==> config.mk <==
export PLATFORM = sky130hd
export DESIGN_NAME = uart_rx_ctrl
export DESIGN_NICKNAME = d
export VERILOG_FILES = /design/src/rtl/uart_rx_ctrl.sv
export SDC_FILE = /design/constraint.sdc
export NUM_CORES = 1
export LEC_CHECK = 0
export BUFFER_PORTS_ARGS = -buffer_cell sky130_fd_sc_hd__buf_2
export CAP_MARGIN = 10
export CORE_ASPECT_RATIO = 0.75
export CORE_MARGIN = 4
export CORE_UTILIZATION = 50
export CTS_BUF_LIST = sky130_fd_sc_hd__clkbuf_8
export DETAILED_ROUTE_END_ITERATION = 8
export PLACE_DENSITY = 0.71
export RECOVER_POWER = 100
export SLEW_MARGIN = 30
export SYNTH_ARGS = -nofsm -noshare
export SYNTH_HDL_FRONTEND = slang
export SYNTH_SLANG_ARGS = --single-unit
==> constraint.sdc <==
create_clock -name Clk -period 5.2 [get_ports Clk]
set_input_delay 1.3 -clock Clk [delete_from_list [all_inputs] [get_ports Clk]]
set_output_delay 1.3 -clock Clk [all_outputs]
set_load 0.05 [all_outputs]
==> src/rtl/uart_rx_ctrl.sv <==
// UART receiver controller: frame-aware configuration apply, output FIFO, error statistics.
// Optional feature macro: UART_RX_ERR_STAT_EN (parity/framing error counters).
module uart_rx_ctrl #(
  parameter int WIDTH = 8,
  parameter int DEPTH = 4
) (
  input  logic             Clk,
  input  logic             Rst,
  input  logic             Cfg_Wr,
  input  logic [5:0]       Cfg_Prescale,
  input  logic             Cfg_Par_En,
  input  logic             Cfg_Par_Typ,
  output logic             Cfg_Busy,
  input  logic             Rx_in,
  output logic [5:0]       Prescale,
  output logic             Parity_En,
  output logic             Parity_Typ,
  input  logic [WIDTH-1:0] P_Data,
  input  logic             Data_Valid,
  input  logic             Parity_Err,
  input  logic             Framing_Err,
  output logic [WIDTH-1:0] Out_Data,
  output logic             Out_Valid,
  input  logic             Out_Ready,
  output logic             Overrun,
  output logic [7:0]       Par_Err_Cnt,
  output logic [7:0]       Frm_Err_Cnt,
  input  logic             Clr_Stat
);

  localparam int AW = (DEPTH > 1) ? $clog2(DEPTH) : 1;
  localparam int CW = AW + 1;
  localparam int TW = $clog2((WIDTH + 3) * 63 + 1);

  localparam logic [1:0] IDLE      = 2'd0;
  localparam logic [1:0] APPLY     = 2'd1;
  localparam logic [1:0] BUSY      = 2'd2;
  localparam logic [1:0] WAIT_HIGH = 2'd3;

  logic [1:0]    state_q, state_d;
  logic [TW-1:0] tmr_q, tmr_d;
  logic [5:0]    presc_q, presc_d;
  logic          par_en_q, par_en_d;
  logic          par_typ_q, par_typ_d;
  logic [5:0]    pend_presc_q, pend_presc_d;
  logic          pend_par_en_q, pend_par_en_d;
  logic          pend_par_typ_q, pend_par_typ_d;
  logic          pend_valid_q, pend_valid_d;

  // Frame timeout: start + data + parity + stop bits, in oversample ticks.
  function automatic logic [TW-1:0] frame_ticks(input logic [5:0] p);
    return TW'(WIDTH + 3) * TW'(p);
  endfunction

  always_comb begin
    state_d        = state_q;
    tmr_d          = tmr_q;
    presc_d        = presc_q;
    par_en_d       = par_en_q;
    par_typ_d      = par_typ_q;
    pend_presc_d   = pend_presc_q;
    pend_par_en_d  = pend_par_en_q;
    pend_par_typ_d = pend_par_typ_q;
    pend_valid_d   = pend_valid_q;

    if (Cfg_Wr) begin
      pend_presc_d   = Cfg_Prescale;
      pend_par_en_d  = Cfg_Par_En;
      pend_par_typ_d = Cfg_Par_Typ;
      pend_valid_d   = 1'b1;
    end

    case (state_q)
      IDLE: begin
        if (pend_valid_q || Cfg_Wr) begin
          state_d = APPLY;
        end else if (!Rx_in) begin
          state_d = BUSY;
          tmr_d   = frame_ticks(presc_q);
        end
      end
      APPLY: begin
        presc_d   = pend_presc_q;
        par_en_d  = pend_par_en_q;
        par_typ_d = pend_par_typ_q;
        // A write landing on the apply edge stays pending for the next round.
        if (!Cfg_Wr) pend_valid_d = 1'b0;
        if (!Rx_in) begin
          state_d = BUSY;
          tmr_d   = frame_ticks(pend_presc_q);
        end else begin
          state_d = IDLE;
        end
      end
      BUSY: begin
        if (tmr_q != '0) tmr_d = tmr_q - TW'(1);
        if (Data_Valid || Parity_Err || Framing_Err || (tmr_q == '0)) state_d = WAIT_HIGH;
      end
      WAIT_HIGH: begin
        if (Rx_in) state_d = IDLE;
      end
      default: state_d = IDLE;
    endcase
  end

  always_ff @(posedge Clk) begin
    if (!Rst) begin
      state_q        <= IDLE;
      tmr_q          <= '0;
      presc_q        <= 6'd8;
      par_en_q       <= 1'b0;
      par_typ_q      <= 1'b0;
      pend_presc_q   <= '0;
      pend_par_en_q  <= 1'b0;
      pend_par_typ_q <= 1'b0;
      pend_valid_q   <= 1'b0;
    end else begin
      state_q        <= state_d;
      tmr_q          <= tmr_d;
      presc_q        <= presc_d;
      par_en_q       <= par_en_d;
      par_typ_q      <= par_typ_d;
      pend_presc_q   <= pend_presc_d;
      pend_par_en_q  <= pend_par_en_d;
      pend_par_typ_q <= pend_par_typ_d;
      pend_valid_q   <= pend_valid_d;
    end
  end

  assign Prescale   = presc_q;
  assign Parity_En  = par_en_q;
  assign Parity_Typ = par_typ_q;
  assign Cfg_Busy   = pend_valid_q;

  logic [WIDTH-1:0] mem_q [DEPTH];
  logic [WIDTH-1:0] mem_d [DEPTH];
  logic [AW-1:0]    wr_ptr_q, wr_ptr_d;
  logic [AW-1:0]    rd_ptr_q, rd_ptr_d;
  logic [CW-1:0]    count_q, count_d;
  logic             overrun_q, overrun_d;
  logic             full, pop, push_ok;

  always_comb begin
    full      = (count_q == CW'(DEPTH));
    pop       = (count_q != '0) && Out_Ready;
    // A pop on the same edge frees the slot, so a full FIFO still accepts.
    push_ok   = Data_Valid && (!full || pop);
    mem_d     = mem_q;
    wr_ptr_d  = wr_ptr_q;
    rd_ptr_d  = rd_ptr_q;
    count_d   = count_q;
    overrun_d = overrun_q;

    if (push_ok) begin
      mem_d[wr_ptr_q] = P_Data;
      wr_ptr_d        = wr_ptr_q + AW'(1);
    end
    if (pop) rd_ptr_d = rd_ptr_q + AW'(1);
    if (push_ok && !pop) count_d = count_q + CW'(1);
    else if (!push_ok && pop) count_d = count_q - CW'(1);

    if (Clr_Stat) overrun_d = 1'b0;
    else if (Data_Valid && !push_ok) overrun_d = 1'b1;
  end

  always_ff @(posedge Clk) begin
    if (!Rst) begin
      for (int i = 0; i < DEPTH; i++) mem_q[i] <= '0;
      wr_ptr_q  <= '0;
      rd_ptr_q  <= '0;
      count_q   <= '0;
      overrun_q <= 1'b0;
    end else begin
      mem_q     <= mem_d;
      wr_ptr_q  <= wr_ptr_d;
      rd_ptr_q  <= rd_ptr_d;
      count_q   <= count_d;
      overrun_q <= overrun_d;
    end
  end

  assign Out_Data  = mem_q[rd_ptr_q];
  assign Out_Valid = (count_q != '0);
  assign Overrun   = overrun_q;

`ifdef UART_RX_ERR_STAT_EN
  logic [7:0] par_cnt_q, par_cnt_d;
  logic [7:0] frm_cnt_q, frm_cnt_d;

  always_comb begin
    par_cnt_d = par_cnt_q;
    frm_cnt_d = frm_cnt_q;
    if (Clr_Stat) begin
      par_cnt_d = '0;
      frm_cnt_d = '0;
    end else begin
      if (Parity_Err && (par_cnt_q != 8'hFF)) par_cnt_d = par_cnt_q + 8'd1;
      if (Framing_Err && (frm_cnt_q != 8'hFF)) frm_cnt_d = frm_cnt_q + 8'd1;
    end
  end

  always_ff @(posedge Clk) begin
    if (!Rst) begin
      par_cnt_q <= '0;
      frm_cnt_q <= '0;
    end else begin
      par_cnt_q <= par_cnt_d;
      frm_cnt_q <= frm_cnt_d;
    end
  end

  assign Par_Err_Cnt = par_cnt_q;
  assign Frm_Err_Cnt = frm_cnt_q;
`else
  assign Par_Err_Cnt = '0;
  assign Frm_Err_Cnt = '0;
`endif

endmodule

==> results of run 1 <==
## tightest hold or removal path, delay by kind of cell (launching register included)
kind,cells,cell delay [ps]
AOI/OAI and AO/OA,1,60
and+or+nand+nor,1,40
DFF,1,310
## per-stage QoR
stage,setup WS [ps],hold WS [ps],power (W)
global placement,1950,452,0.00148
CTS,1940,472,0.00190
detailed placement,1880,461,0.00150
floorplan,2120,440,0.00133
global route,1470,491,0.00201
finish,1750,469,0.00188
## cells by family (layout without fill, tap and decap cells)
logic type      after synthesis  in the layout  share of synthesized area (%)
simple gates                161            161                           18.5
buf+inv                      54             75                           6.22
fa+ha+maj                    52             52                           16.0
mux                          27             27                           8.44
compound gates               96             96                           15.9
flops                        69             69                           31.5
other cells                   1             16                         0.0855
xor+xnor                     17             17                           3.39
## cell usage in the layout (no fill, tap or decap), drive strengths merged, types with 18 or more instances in the layout
cell | Yosys | routed
clkbuf | 19 | 29
buf | 20 | 24
nor2b | 21 | 21
a21boi | 40 | 40
nor2 | 18 | 18
mux2i | 19 | 19
nand2 | 53 | 53
ha | 45 | 45
nand3 | 41 | 41
dfxtp | 69 | 69
## path summary, 6_finish.rpt
| path | startpoint | to | slack, ps |
|---|---|---|---|
| setup / recovery | Rst | tmr_q[9] | 1750 |
| hold reg to reg | mem_q[10] | mem_q[10] | 470 |
| setup reg to reg | pend_presc_q[3] | tmr_q[9] | 2280 |
| hold / removal | mem_q[10] | mem_q[10] | 470 |
## sequential cells by signal (all words and copies together), names as in the netlist, 2 cells and up
register / cells
mem_q: 32
pend_presc_q: 6
tmr_q: 10
count_q: 3
state_q: 2
rd_ptr_q: 2
wr_ptr_q: 2
Prescale: 6
## per-layer routing
metal  share of wire [%]  wire (um)
met1                  50       4740
met2                  43       4090
met3                 6.4        610
met4                 1.0         97
met5                   0          0
## report_power, final
part           leakage [nW]  switching, W  internal [W]
Sequential            0.563     0.0000955      0.000598
Combinational          1.25      0.000478      0.000309
Clock                0.0856      0.000224      0.000174
## final cells by class
type,instances,area (sq um)
fill,799,3770
inverter,15,56.3
clock inverter,7,51.3
sequential,69,1380
timing repair buffer,44,198
clock buffer,9,124
tap,108,135
multi-input combinational,369,2780
==> summary.txt, run 1 <==
Status
  – Outcome: complete, but fails checks
  – Failing checks: capacitance limit, slew limit

Timing
  – Unrepaired setup endpoints after global routing: no
  – Final setup TNS: 0 ps
  – Worst-Margin Slew: ~2500 ps
  – Slew headroom: -64.3%
  – Clock skew: approximately 11 ps
  – Fin. Hold Viols: 0
  – Final setup fails: 0
  – Max Fclk: 290 MHz
  – Final min period: 3450 ps
  – Fin. max-slew vios: a little over 70
  – Final Cycle Share: 66.4%

CTS
  – CTS Root Cell: clkbuf_8
  – Total CTS buffers: 9
  – Clk_lat worst skew: ~360 ps
  – Clock Sinks: 69
  – CTS max path bufs: 2
  – Worst-path clk slew: 70 ps
  – Post-CTS setup buffers: 0
  – Post-CTS Hold Buffers: 0
  – H-tree depth: 3
  – CTS tree: yes
  – Post-CTS Resized: 0

Pwr
  – PwrDens: 397 nW/um^2
  – Static Leak: 1.90 nW
  – Worst vdd ir: between 0.2 and 0.3 mV

Placement
  – GPL Wtd Cong: 0.888
  – Inst Count DP: 605
  – Placed instance area: 4590 sq um
  – Count of port buffers added during placement: 43
  – HPWL Detailed: between 6000 and 7000 um

Die
  – Num rows: 29
  – Die Ht: 89.1 um
  – Die area: 10400 sq um
  – Die X: 116 um
  – Core area: 8490 sq um
  – Initial Utilization: between 50 and 60%
  – Top-level I/O count: 60

Cells and area
  – Number of diodes: 0
  – Final Core Density: 55.6%
  – Nets: 585
  – Non-Filler Instances: 621
  – Post-route cell area: 4720 sq um
  – Synthesis-to-finish area growth: 7.70%
  – Fraction of layout cells with a size suffix above 1: 11.3%

Routing
  – Routed vias/inst: ~5.6
  – Routed vias: 3453
  – Wire per inst: between 15 and 20 um
  – Drt drc: 0
  – Antenna viol nets, final: 0
  – Final WL: around 9500 um
  – Pre-Repair DR Iteration Count: 4
  – DRT iter0 DRCs: 286

Yosys
  – Synth Warn #: 0
  – Most numerous cell in the Yosys netlist: dfxtp_1
  – Top cells by area, synth: dfxtp_1, ha_1, a21boi_0, nand3_1, nand2_1
  – Async set-reset flop share out of synthesis: 0%
  – Netlist Area Pre-Place: 4390 sq um
  – Seq/Total Area, Yosys: 31.5%
  – Post-synth EDFFs: 0
  – Cells after synthesis: 477
  – Post-synthesis cell type count: 55
  – Biggest area consumer among synthesized cells: dfxtp_1
  – Synthesized area per cell: 9.20 sq um
  – Synth top cells by count: dfxtp_1, nand2_1, ha_1
  – Seq cells post-synth: 69
  – Synth top area share: 31.5%
  – Ys flop type: dfxtp_1

Worst hold path
  – Hold Path Class: flop to flop
  – Min-Delay Path Depth: 2

Global routing
  – Total GRT Usage: about 19%
  – Congestion Overflow GR: 0
  – Met1 global-route usage: 28.8%
  – Initial antenna violation count: 0
  – Most used routing layer: met1
  – First-pass GRT wire length: 15700 um
  – Met2 usage: between 20% and 30%
  – Vias in the first global route: 3141
  – Largest net degree at the start of global routing: between 70 and 80
  – GRT met3 Usage: 5.28%

Worst setup path
  – CP Class: primary input to flop
  – Worst Path Required: 5450 ps
  – CP top delay family: buffers and inverters
  – Crit-path cells: clkbuf_1 -> nand2_1 -> o31ai_1
  – Worst Path Arrival: roughly 3700 ps
  – CP max stage cell: clkbuf_1
  – Levels on crit path: 3
  – Worst-path fanout max: 70
  – Reg2Reg Depth: 9
  – Setup crit start kind: primary input
  – WP buf/inv: 1
  – Worst Setup End Kind: flop
  – Largest stage delay, worst path: roughly 1700 ps

Run
  – Max-cap violations: 1
(Power assumes the default switching activity.)
==> inputs of run 2 (changes only) <==
==> constraint.sdc (replaced) <==
create_clock -name Clk -period 3.5 [get_ports Clk]
set_input_delay 0.875 -clock Clk [delete_from_list [all_inputs] [get_ports Clk]]
set_output_delay 0.875 -clock Clk [all_outputs]
set_load 0.05 [all_outputs]
==> summary.txt, run 2 (same netlist as run 1, synthesis figures left out) <==
Placement
  – Place WS: just under 700 ps
  – Count of port buffers added during placement: 43
  – GPL Wtd Cong: 0.900
  – HPWL Detailed: 7030 um

CTS
  – CTS max path bufs: 2
  – Clock Sinks: 69
  – H-tree depth: 3
  – Total CTS buffers: 9
  – Post-CTS setup buffers: 0
  – CTS Root Cell: clkbuf_8
  – Clk_lat worst skew: 350 ps
  – Post-CTS Resized: 0
  – CTS tree: yes
  – Worst-path clk slew: around 70 ps
  – Post-CTS Hold Buffers: 0

Timing
  – Final min period: 3130 ps
  – Final setup fails: 0
  – Unrepaired setup endpoints after global routing: no
  – Worst-Margin Slew: 1640 ps
  – Fin. Hold Viols: 0
  – Slew headroom: -9.24%
  – Fin. max-slew vios: 82
  – Clock skew: 5.95 ps
  – Final worst setup slack: 374 ps
  – Final Cycle Share: 89.3%
  – Final setup TNS: 0 ps
  – Hold slack: 470 ps
  – Max Fclk: 320 MHz

Worst setup path
  – Setup crit start kind: primary input
  – Worst Setup End Kind: flop
  – WP buf/inv: 2
  – Worst Path Arrival: ~3400 ps
  – CP max stage cell: clkbuf_1
  – CP Class: primary input to flop
  – Worst Path Required: 3730 ps
  – Crit-path cells: clkbuf_1 -> nor4b_1 -> nor2b_2 -> clkbuf_1 -> nand2_1 -> nand2_1 -> a21boi_0
  – Worst-path fanout max: 38
  – CP top delay family: buffers and inverters
  – Largest stage delay, worst path: 1200 ps

Routing
  – Pre-Repair DR Iteration Count: 4
  – Wire per inst: 15.5 um
  – Drt drc: 0
  – DRT iter0 DRCs: approximately 280
  – Final WL: 9610 um
  – Antenna viol nets, final: 0
  – Routed vias/inst: between 5 and 6
  – Routed vias: 3481

Die
  – Num rows: 29
  – Core area: ~8500 sq um
  – Die area: 10400 sq um
  – Initial Utilization: 51.7%
  – Top-level I/O count: 60
  – Die Ht: roughly 90 um
  – Die X: 116 um

Cells and area
  – Multi-input gate area: roughly 2800 sq um
  – Nets: around 600
  – Max reg flops: 32
  – Commonest non-fill, non-tap cell in the layout: dfxtp_1
  – Largest regs: mem_q: 32 flops, tmr_q: 10 flops
  – Fraction of layout cells with a size suffix above 1: 10.7%
  – Fillers: 810
  – Commonest non-fill, non-tap cells in the layout: dfxtp_1, nand2_1, ha_1
  – Number of diodes: 0
  – Reg with most FFs: mem_q
  – Storage cell area: 1380 sq um
  – Synthesis-to-finish area growth: 8.33%

Run
  – Max-cap violations: 2

Global routing
  – First-pass GRT wire length: around 15000 um
  – Total GRT Usage: 19.2%
  – Initial antenna violation count: 0
  – Congestion Overflow GR: 0
  – Vias in the first global route: 3173
  – Largest net degree at the start of global routing: 43

Pwr
  – Worst vdd ir: about 0.36 mV
  – PwrDens: around 600 nW/um^2
  – Static Leak: ~1.9 nW

Status
  – Outcome: complete, but fails checks
  – Failing checks: capacitance limit, slew limit

Worst hold path
  – Hold Path Class: flop to flop
[run 2: cell types whose count changed in the layout (fill, tap and decap cells not counted), moves of 2 or more]
cell,before,now
clkbuf_1,20,23
clkbuf_8,9,11
and2_1,2,4
and2_0,2,0
clkinv_4,2,0
[run 2: final timing paths]
check | startpoint | end | slack, ps | cells past startpoint
worst min register to register | mem_q[19] | mem_q[19] | 470 | 2
worst max register to register | count_q[0] | mem_q[3] | 620 | 6
worst min-delay path | mem_q[19] | mem_q[19] | 470 | 2
worst max-delay path | Out_Ready | mem_q[3] | 370 | 7
[run 2: per-stage QoR]
stage          utilization, %  power (W)  area (sq um)  std cells
2_1_floorplan               -    0.00198          4440        492
3_3_place_gp             54.2    0.00220          4600        607
3_5_place_dp             54.2    0.00223          4600        607
4_1_cts                  56.5    0.00290          4800        622
5_1_grt                  56.0    0.00305          4750        622
6_report                 56.0    0.00286          4750        622
[run 2: power by group]
group	switching (W)	internal, W
Combinational	0.000709	0.000459
Sequential	0.000138	0.000889
Clock	0.000301	0.000361
[run 2: worst reg2reg max path: cells and delay by family, from the launching register on]
kind | cells | cell delay [ps]
buf+inv | 1 | 1200
flops | 1 | 400
simple gates | 4 | 1060
compound gates | 1 | 100
[run 2: cell type report]
type / instances / share of cell area [%]
clock inverters: 4 / 1.00
clock buffers: 11 / 3.19
repair buffers: 46 / 4.29
well taps: 108 / 2.84
multi-input cells: 369 / 58.4
flip-flops and latches: 69 / 29.1
inverters: 15 / 1.18
[run 2: per-layer routing]
layer  wire length, um  share of wire [%]  vias to the layer above  GRT usage (%)
li1                  -                  -                     1723              -
met1              4910                 51                     1648           28.9
met2              3920                 41                      102           27.3
met3               689                7.2                        8           5.21
met4                95               0.99                        0           4.85
met5                 0                  0                        -              0
==> inputs of run 3 (changes only) <==
--- a/config.mk
+++ b/config.mk
@@ -8,7 +8,7 @@
 export BUFFER_PORTS_ARGS = -buffer_cell sky130_fd_sc_hd__buf_2
 export CAP_MARGIN = 10
 export CORE_ASPECT_RATIO = 0.75
-export CORE_MARGIN = 4
+export CORE_MARGIN = 2
 export CORE_UTILIZATION = 50
 export CTS_BUF_LIST = sky130_fd_sc_hd__clkbuf_8
 export DETAILED_ROUTE_END_ITERATION = 8
==> constraint.sdc (replaced) <==
create_clock -name Clk -period 3.6 [get_ports Clk]
set_input_delay 0.9 -clock Clk [delete_from_list [all_inputs] [get_ports Clk]]
set_output_delay 0.9 -clock Clk [all_outputs]
set_load 0.05 [all_outputs]
==> summary.txt, run 3 (same netlist as run 1, synthesis figures left out) <==
Cells and area
  – Synthesis-to-finish area growth: 8.76%
  – Post-route cell area: 4770 sq um
  – Commonest non-fill, non-tap cell in the layout: dfxtp_1
  – Fillers: 799
  – Reg with most FFs: mem_q
  – Storage cell area: 1380 sq um
  – Commonest non-fill, non-tap cells in the layout: dfxtp_1, nand2_1, ha_1
  – Non-Filler Instances: 622
  – Largest regs: mem_q: 32 flops, tmr_q: 10 flops
  – Multi-input gate area: approximately 2800 sq um
  – Max reg flops: 32
  – Number of diodes: 0
  – Nets: around 590
  – Fraction of layout cells with a size suffix above 1: between 10% and 20%

Placement
  – GPL Wtd Cong: between 0.8 and 0.9
  – Inst Count DP: 606
  – Count of port buffers added during placement: 43
  – Placed instance area: roughly 4600 sq um
  – HPWL Detailed: 6850 um

CTS
  – Worst-path clk slew: 90 ps
  – CTS tree: yes
  – CTS Root Cell: clkbuf_8
  – Clk_lat worst skew: 370 ps
  – Post-CTS Hold Buffers: 0
  – CTS max path bufs: 2
  – H-tree depth: 3
  – Clock Sinks: 69
  – Post-CTS Resized: 0
  – Total CTS buffers: 9
  – Post-CTS setup buffers: 0

Worst setup path
  – Worst-path fanout max: 21
  – Crit-path cells: inv_1 -> ha_1 -> a21oi_1 -> a21oi_1 -> a211oi_1 -> nand2_1 -> o31ai_1
  – CP max stage cell: a211oi_1
  – WP buf/inv: 1
  – Worst Path Required: between 3000 and 4000 ps
  – CP dominant cell by count: a21oi_1
  – Largest stage delay, worst path: 900 ps
  – Worst Path Arrival: between 3000 and 4000 ps
  – CP Class: flop to flop
  – Worst Setup End Kind: flop
  – Setup crit start kind: flop
  – CP startpoint: state_q[1]
  – Worst r2r src: state_q[1]
  – CP top delay family: compound AO/OA/AOI/OAI gates

Timing
  – Max Fclk: 336 MHz
  – Slew headroom: -20.4%
  – Final setup fails: 0
  – Fin. max-slew vios: 50
  – Final min period: 2980 ps
  – Clock skew: 11.6 ps
  – Worst-Margin Slew: 1810 ps
  – Final Cycle Share: 82.7%
  – Fin. Hold Viols: 0
  – Unrepaired setup endpoints after global routing: no
  – Final setup TNS: 0 ps

Pwr
  – PwrDens: 601 nW/um^2
  – Static Leak: slightly below 2 nW
  – Worst vdd ir: 0.341 mV

Routing
  – Wire per inst: 15.4 um
  – Routed vias: 3481
  – Final WL: between 9000 and 10000 um
  – Routed vias/inst: 5.60
  – Pre-Repair DR Iteration Count: 5
  – Antenna viol nets, final: 0
  – DRT iter0 DRCs: 202
  – Drt drc: 0

Die
  – Die Ht: 85.1 um
  – Initial Utilization: 51.7%
  – Die area: 9550 sq um
  – Core area: ~8500 sq um
  – Top-level I/O count: 60
  – Num rows: 29
  – Die X: 112 um

Global routing
  – First-pass GRT wire length: about 16000 um
  – Largest net degree at the start of global routing: 50
  – Vias in the first global route: 3454
  – Congestion Overflow GR: 0
  – Initial antenna violation count: 0
  – Total GRT Usage: 21.5%

Run
  – Max-cap violations: 1

Worst hold path
  – Hold path start: mem_q[23]
  – Hold Path Class: flop to flop

Status
  – Failing checks: capacitance limit, slew limit
  – Outcome: complete, but fails checks
==> run 3: cell types whose count changed in the layout (fill, tap and decap cells not counted), moves of 2 or more <==
cell      before  now
clkbuf_8      11    9
clkinv_2       2    0
inv_6          0    2
clkinv_4       0    2
==> run 3: area by class of cell <==
type | count | share of cell area, %
clock buffers | 9 | 2.60
clock inverters | 7 | 2.07
inverters | 15 | 1.18
multi-input cells | 369 | 58.2
flip-flops and latches | 69 | 29.0
well taps | 108 | 2.83
repair buffers | 45 | 4.20
==> run 3: where the power goes <==
group / internal, W / total, W / leakage (nW) / switching, W
clock network: 0.000395 / 0.000724 / 0.116 / 0.000330
registers: 0.000864 / 0.000998 / 0.563 / 0.000135
logic: 0.000446 / 0.00114 / 1.25 / 0.000697
==> run 3: routing by layer <==
| metal | vias to the layer above | part of all wire (%) | GRT usage, % |
|---|---|---|---|
| li1 | 1729 | - | - |
| met1 | 1633 | 49 | 30.4 |
| met2 | 108 | 43 | 31.6 |
| met3 | 11 | 7.0 | 5.57 |
| met4 | 0 | 1.1 | 8.09 |
| met5 | - | 0 | 0 |
==> run 3: metrics by stage <==
step | hold WS [ps] | util, % | power [W] | setup slack (ps)
4_1_cts | 468 | 56.7 | 0.00290 | 719
3_3_place_gp | 445 | 54.1 | 0.00214 | 906
3_5_place_dp | 456 | 54.1 | 0.00216 | 757
2_1_floorplan | 440 | - | 0.00193 | 702
6_report | 469 | 56.2 | 0.00287 | 624
5_1_grt | 492 | 56.2 | 0.00304 | 353
==> run 3: worst reg2reg max path, stage by stage, from the launching register on <==
cell and delay (ps):
dfxtp_1 410, inv_1 110, ha_1 530, a21oi_1 260
a21oi_1 70, a211oi_1 900, nand2_1 230, o31ai_1 380
==> run 3: path summary, 6_finish.rpt <==
check                    to  slack (ps)  depth (start not counted)
setup / recovery   tmr_q[9]         620                          7
hold / removal    mem_q[23]         470                          2
setup reg to reg   tmr_q[9]         620                          7
hold reg to reg   mem_q[23]         470                          2
